[src/rtl/alu_pkg.sv]
// Shared ALU definitions: carry-in source encodings, sequencer states, and word-count normalisation.
package alu_pkg;

  localparam logic [1:0] CIN_ZERO = 2'b00;
  localparam logic [1:0] CIN_ONE  = 2'b01;
  localparam logic [1:0] CIN_FLAG = 2'b10;
  localparam logic [1:0] CIN_EXT  = 2'b11;

  typedef enum logic [0:0] {IDLE = 1'b0, RUN = 1'b1} state_t;

  // A zero or out-of-range count means a full-length operation.
  function automatic int unsigned norm_nwords(input int unsigned n, input int unsigned max_words);
    return (n == 0 || n > max_words) ? max_words : n;
  endfunction

endpackage

[src/rtl/alu_word_adder.sv]
// Combinational WIDTH-bit adder with optional B inversion; shared with the main ALU datapath.
module alu_word_adder #(
  parameter int WIDTH = 8
) (
  input  logic [WIDTH-1:0] a,
  input  logic [WIDTH-1:0] b,
  input  logic             sub,
  input  logic             cin,
  output logic [WIDTH-1:0] sum,
  output logic             co
);

  logic [WIDTH-1:0] b_eff;

  assign b_eff     = sub ? ~b : b;
  assign {co, sum} = {1'b0, a} + {1'b0, b_eff} + {{WIDTH{1'b0}}, cin};

endmodule

[src/rtl/alu_carry_sequencer.sv]
// Multi-precision add/subtract sequencer, one WIDTH-bit word per beat, LSW first.
// Build option: define ZERO_FLAG_EN to add a multi-word zero_flag output.
module alu_carry_sequencer
  import alu_pkg::*;
#(
  parameter int WIDTH     = 8,
  parameter int MAX_WORDS = 4,
  parameter int NW_W      = $clog2(MAX_WORDS + 1)
) (
  input  logic             MasterClock,
  input  logic             reset,
  input  logic             start,
  input  logic             op_sub,
  input  logic [1:0]       cin_sel,
  input  logic             ext_cin,
  input  logic [NW_W-1:0]  nwords,
  input  logic             in_valid,
  output logic             in_ready,
  input  logic [WIDTH-1:0] a_word,
  input  logic [WIDTH-1:0] b_word,
  output logic             res_valid,
  output logic [WIDTH-1:0] res_word,
  output logic             done,
  output logic             busy,
  output logic             carry_flag,
  input  logic             flag_we,
  input  logic             flag_d
`ifdef ZERO_FLAG_EN
  ,
  output logic             zero_flag
`endif
);

  state_t            state;
  logic              sub_q;
  logic              carry_q;
  logic [NW_W-1:0]   nw_q;
  logic [NW_W-1:0]   cnt;
  logic              cin_res;
  logic              beat;
  logic              last;
  logic              go;
  logic [WIDTH-1:0]  sum;
  logic              co;

  always_comb begin
    cin_res = 1'b0;
    case (cin_sel)
      CIN_ZERO: cin_res = 1'b0;
      CIN_ONE:  cin_res = 1'b1;
      CIN_FLAG: cin_res = carry_flag;  // registered value, so a same-cycle flag_we is not seen
      CIN_EXT:  cin_res = ext_cin;
      default:  cin_res = 1'b0;
    endcase
  end

  assign in_ready = (state == RUN);
  assign busy     = (state == RUN);
  assign beat     = in_valid & in_ready;
  assign last     = beat && (cnt == nw_q - NW_W'(1));
  assign go       = (state == IDLE) && start;

  alu_word_adder #(.WIDTH(WIDTH)) u_add (
    .a   (a_word),
    .b   (b_word),
    .sub (sub_q),
    .cin (carry_q),
    .sum (sum),
    .co  (co)
  );

  always_ff @(posedge MasterClock or posedge reset) begin
    if (reset) begin
      state      <= IDLE;
      sub_q      <= 1'b0;
      carry_q    <= 1'b0;
      nw_q       <= '0;
      cnt        <= '0;
      res_valid  <= 1'b0;
      res_word   <= '0;
      done       <= 1'b0;
      carry_flag <= 1'b0;
    end else begin
      res_valid <= beat;
      done      <= last;
      if (beat) begin
        res_word <= sum;
        carry_q  <= co;
        cnt      <= cnt + NW_W'(1);
      end
      if (flag_we) carry_flag <= flag_d;
      // The last-word carry overrides a coincident direct load.
      if (last) begin
        carry_flag <= co;
        state      <= IDLE;
      end
      if (go) begin
        sub_q   <= op_sub;
        nw_q    <= NW_W'(norm_nwords(32'(nwords), 32'(MAX_WORDS)));
        carry_q <= cin_res;
        cnt     <= '0;
        state   <= RUN;
      end
    end
  end

`ifdef ZERO_FLAG_EN
  logic zacc;

  always_ff @(posedge MasterClock or posedge reset) begin
    if (reset) begin
      zacc      <= 1'b0;
      zero_flag <= 1'b0;
    end else begin
      if (beat) zacc <= zacc & (sum == '0);
      if (last) zero_flag <= zacc & (sum == '0);
      if (go)   zacc <= 1'b1;
    end
  end
`endif

endmodule

[config.mk]
export PLATFORM = sky130hd
export DESIGN_NAME = alu_carry_sequencer
export DESIGN_NICKNAME = d
export VERILOG_FILES = /design/src/rtl/alu_pkg.sv /design/src/rtl/alu_word_adder.sv /design/src/rtl/alu_carry_sequencer.sv
export SDC_FILE = /design/constraint.sdc
export NUM_CORES = 1
export LEC_CHECK = 0
export BUFFER_PORTS_ARGS = -buffer_cell sky130_fd_sc_hd__buf_2
export CAP_MARGIN = 20
export CELL_PAD_IN_SITES_DETAIL_PLACEMENT = 2
export CELL_PAD_IN_SITES_GLOBAL_PLACEMENT = 2
export CORE_MARGIN = 8
export CORE_UTILIZATION = 31
export CTS_CLUSTER_SIZE = 24
export DETAILED_ROUTE_END_ITERATION = 7
export GPL_ROUTABILITY_DRIVEN = 0
export PLACE_DENSITY_LB_ADDON = 0.2
export SYNTH_ARGS = -nofsm -noshare
export SYNTH_HDL_FRONTEND = slang
export SYNTH_HIERARCHICAL = 1
export SYNTH_SLANG_ARGS = --single-unit
[constraint.sdc]
create_clock -name MasterClock -period 2.8 [get_ports MasterClock]
set_clock_uncertainty 0.15 [all_clocks]
set_input_delay 0.56 -clock MasterClock [delete_from_list [all_inputs] [get_ports MasterClock]]
set_output_delay 0.56 -clock MasterClock [all_outputs]
set_load 0.01 [all_outputs]
==> flow_metrics.py <==
metrics = {
    "place": {
        "dp_hpwl_mm": 2.87,
        "place_area_sq_um": 1610,
        "port_buffers": 41,
        "pre_cts_ws_ps": -75.9,
    },
    "timing": {
        "layout_min_cycle_time_ps": 2610,
        "fin_crit_sh_pct": 93.1,
        "setup_viol": 0,
        "worst_pin_slew_ps": 843,
        "finalWorstSetupSlack_ps": 194,
        "grt_setup_unrepaired": "false",
        "holdWs_ps": 302,
        "hold_viol_final": 0,
        "relSlewSlack_pct": 43.7,
        "fmax_ghz": 0.384,
        "setup-tns-final_ps": 0,
        "drv_slew": 0,
    },
    "floorplanning": {
        "dieArea_sq_um": 6720,
        "die_w_um": 82.0,
        "core_area_sq_um": 4260,
        "fp-row-count": 24,
        "die_h_um": 82.0,
        "start_util_pct": 31.6,
        "io_pins": 42,
    },
    "critical_path": {
        "worst-path-buf-inv": 0,
        "arrival_ps": 2650,
        "cp.depth": 10,
        "ff2ff_path_depth": 10,
        "startpoint": "sub_q",
        "crit_path_end": "carry_q",
        "crit_type": "flip-flop to flip-flop",
        "cp-start-kind": "flip-flop",
        "required_ps": 2840,
        "cp_max_fo": 3,
        "slowest_delay_ps": 460,
        "rr_endpoint": "carry_q",
        "endpoint_kind": "flip-flop",
        "reg2reg_slack_ps": 190,
        "reg2reg_from": "sub_q",
        "path_cells": "xnor2_1, fa_1, fa_1, nor2b_4, o21ai_2, a21boi_2, o21ai_1, a21oi_1, mux2i_1, a21oi_1",
        "cpLargestDelayFamily": "adder cells",
        "cpMaxStageDelayCell": "fa_1",
    },
    "grt": {
        "overflow": 0,
        "grt_pass1_wl_mm": 5.91,
        "first_global_vias": 1246,
        "grt_usage_pct": 11.3,
        "antenna_found_initial": 0,
        "grt_max_degree": 21,
    },
    "cts": {
        "cts_buffers": 3,
        "tritoncts": "done",
        "insertion_delay_ps": 260,
        "clock_sinks": 20,
        "post_cts_buffers": 0,
        "cts.path.max_buffers": 2,
        "cts_hold_buf": 0,
        "htreeDepth": 1,
        "clk_pin_slew_ps": 90,
        "cts_resized": 0,
        "cts_root_buf": "clkbuf_8",
    },
    "worst_hold_path": {
        "min_path_type": "input pin to async pin",
    },
    "pwr": {
        "powerDensity_nw_per_um2": 1080,
        "power_leakage_uw": 0.000816,
        "swShare_pct": 39.4,
        "ir_drop_v": 0.000305,
        "p_switching_uw": 710,
        "intPower_uw": 1090,
        "p_clk_share_pct": 13.0,
        "power_frac_comb_pct": 58.7,
        "p_seq_share_pct": 28.3,
        "power_uw": 1800,
    },
    "finish": {
        "drive_above_1_share_pct": 39.1,
        "nets": 211,
        "synthToLayoutAreaGrowth_pct": 23.6,
        "fin_area_sq_um": 1670,
        "antennaDiodeCount": 0,
    },
    "routing": {
        "postRouteWirelength_mm": 3.50,
        "drc": 0,
        "wl_per_cell_um": 15.8,
        "first_pass_iters": 2,
        "drtAntennaViolNets": 0,
        "routed_via_density": 4.84,
        "drt_iter0_drc": 16,
        "vias": 1070,
    },
    "logic_synthesis": {
        "ys_types": 39,
        "netlist_instances": 126,
        "synth_nets": 167,
        "synth-seq-area-share_pct": 37.1,
        "syn-cell-area_sq_um": 1350,
        "yosysWarnings": 6,
        "postSynthAreaPerCell_sq_um": 10.7,
        "synth_seq_cells": 20,
    },
    "job": {
        "maxCapViolCount": 0,
    },
    "outcome": {
        "outcome": "completed",
    },
}
==> metal layers <==
metal	vias to the layer above	GRT usage (%)	routed length (um)
met2	25	20.4	1800
met1	534	13.3	1500
li1	509	-	-
met5	-	0	0
met4	0	3.68	33
met3	2	1.86	173
==> metrics by stage <==
step,util [%],instances
CTS,39.1,221
global route,39.1,221
detailed placement,37.8,217
floorplan,-,126
finish,39.1,221
global placement,37.8,217
==> how the worst min path moves through the flow <==
stage,depth (start not counted),start,slack [ps],endpoint
after floorplan,2,nw_q[1],300,nw_q[1]
after global placement,2,nw_q[1],320,nw_q[1]
after detailed placement,1,res_word[1],340,res_word[1]
after CTS,2,reset,340,res_word[7]
after global routing,2,reset,360,res_word[7]
final,2,reset,300,res_word[7]
==> power groups by stage <==
stage          sequential (uW)  combinational, uW  clock (uW)
3_3_place_gp               515               1040           0
2_1_floorplan              533                768           0
3_5_place_dp               521               1080           0
6_report                   510               1060         234
5_1_grt                    535               1180         255
4_1_cts                    515               1090         242
==> flip-flops by register name, summed over array words and instances, names as in the netlist <==
register	flops
cnt	3
sub_q	1
done	1
carry_flag	1
carry_q	1
busy	1
res_valid	1
res_word	8
nw_q	3
==> cells in the mapped netlist (all sizes together) <==
library cell	instances	share of area, %
o21ai	8	3.2
nor3	1	0.37
nand2b	3	1.4
or2	1	0.46
o31a	1	0.65
nor2b	3	1.9
nor4	1	1.6
ha	10	9.3
o211ai	1	0.56
or3	1	0.46
inv	12	3.3
o21a	3	1.7
nand3	1	0.37
dfrtp	20	37
mux2	11	9.5
a22o	1	0.65
xor2	7	4.5
o22ai	1	0.46
fa	2	3.0
a21boi	3	1.9
nand2	6	2.2
a21o	1	0.56
mux2i	2	1.5
buf	4	1.7
nand3b	1	0.56
xor3	1	1.9
a21oi	4	1.8
nor2	8	2.2
a311oi	1	0.65
xnor2	7	4.5
==> layout by cell type, fill, tap and decap left out, types with 5 or more instances in the layout <==
cell	Yosys	routed
buf_2	3	41
dfrtp_1	20	20
ha_1	10	10
inv_1	12	12
mux2_2	10	10
nand2_1	5	5
nor2_1	8	8
o21ai_0	6	6
xnor2_1	7	7
xor2_1	7	7
==> worst register-to-register path, delay by kind of cell (launching register included) <==
kind | cells | cell delay [ps]
and+or+nand+nor | 1 | 140
AOI/OAI and AO/OA | 5 | 710
muxes | 1 | 110
xor gates and xnor gates | 1 | 150
adders and majority gates | 2 | 870
DFF | 1 | 420
==> cells by family (layout without fill, tap and decap cells) <==
kind of cell	after synthesis	count (layout)	share of synthesized area, %
flops	20	20	37.1
xor+xnor	15	15	10.9
fa+ha+maj	12	12	12.2
buf+inv	16	59	5.01
compound gates	24	24	12.2
simple gates	26	26	11.6
mux	13	13	10.9
==> layout make-up <==
type                            count  area [sq um]
Fill cell                         497          2600
Multi-Input combinational cell     90           781
Sequential cell                    20           500
Timing Repair Buffer               43           220
Tap cell                           52          65.1
Clock buffer                        4          55.1
Inverter                           12          45.0
Note: power is estimated with default switching activity, not from simulation.
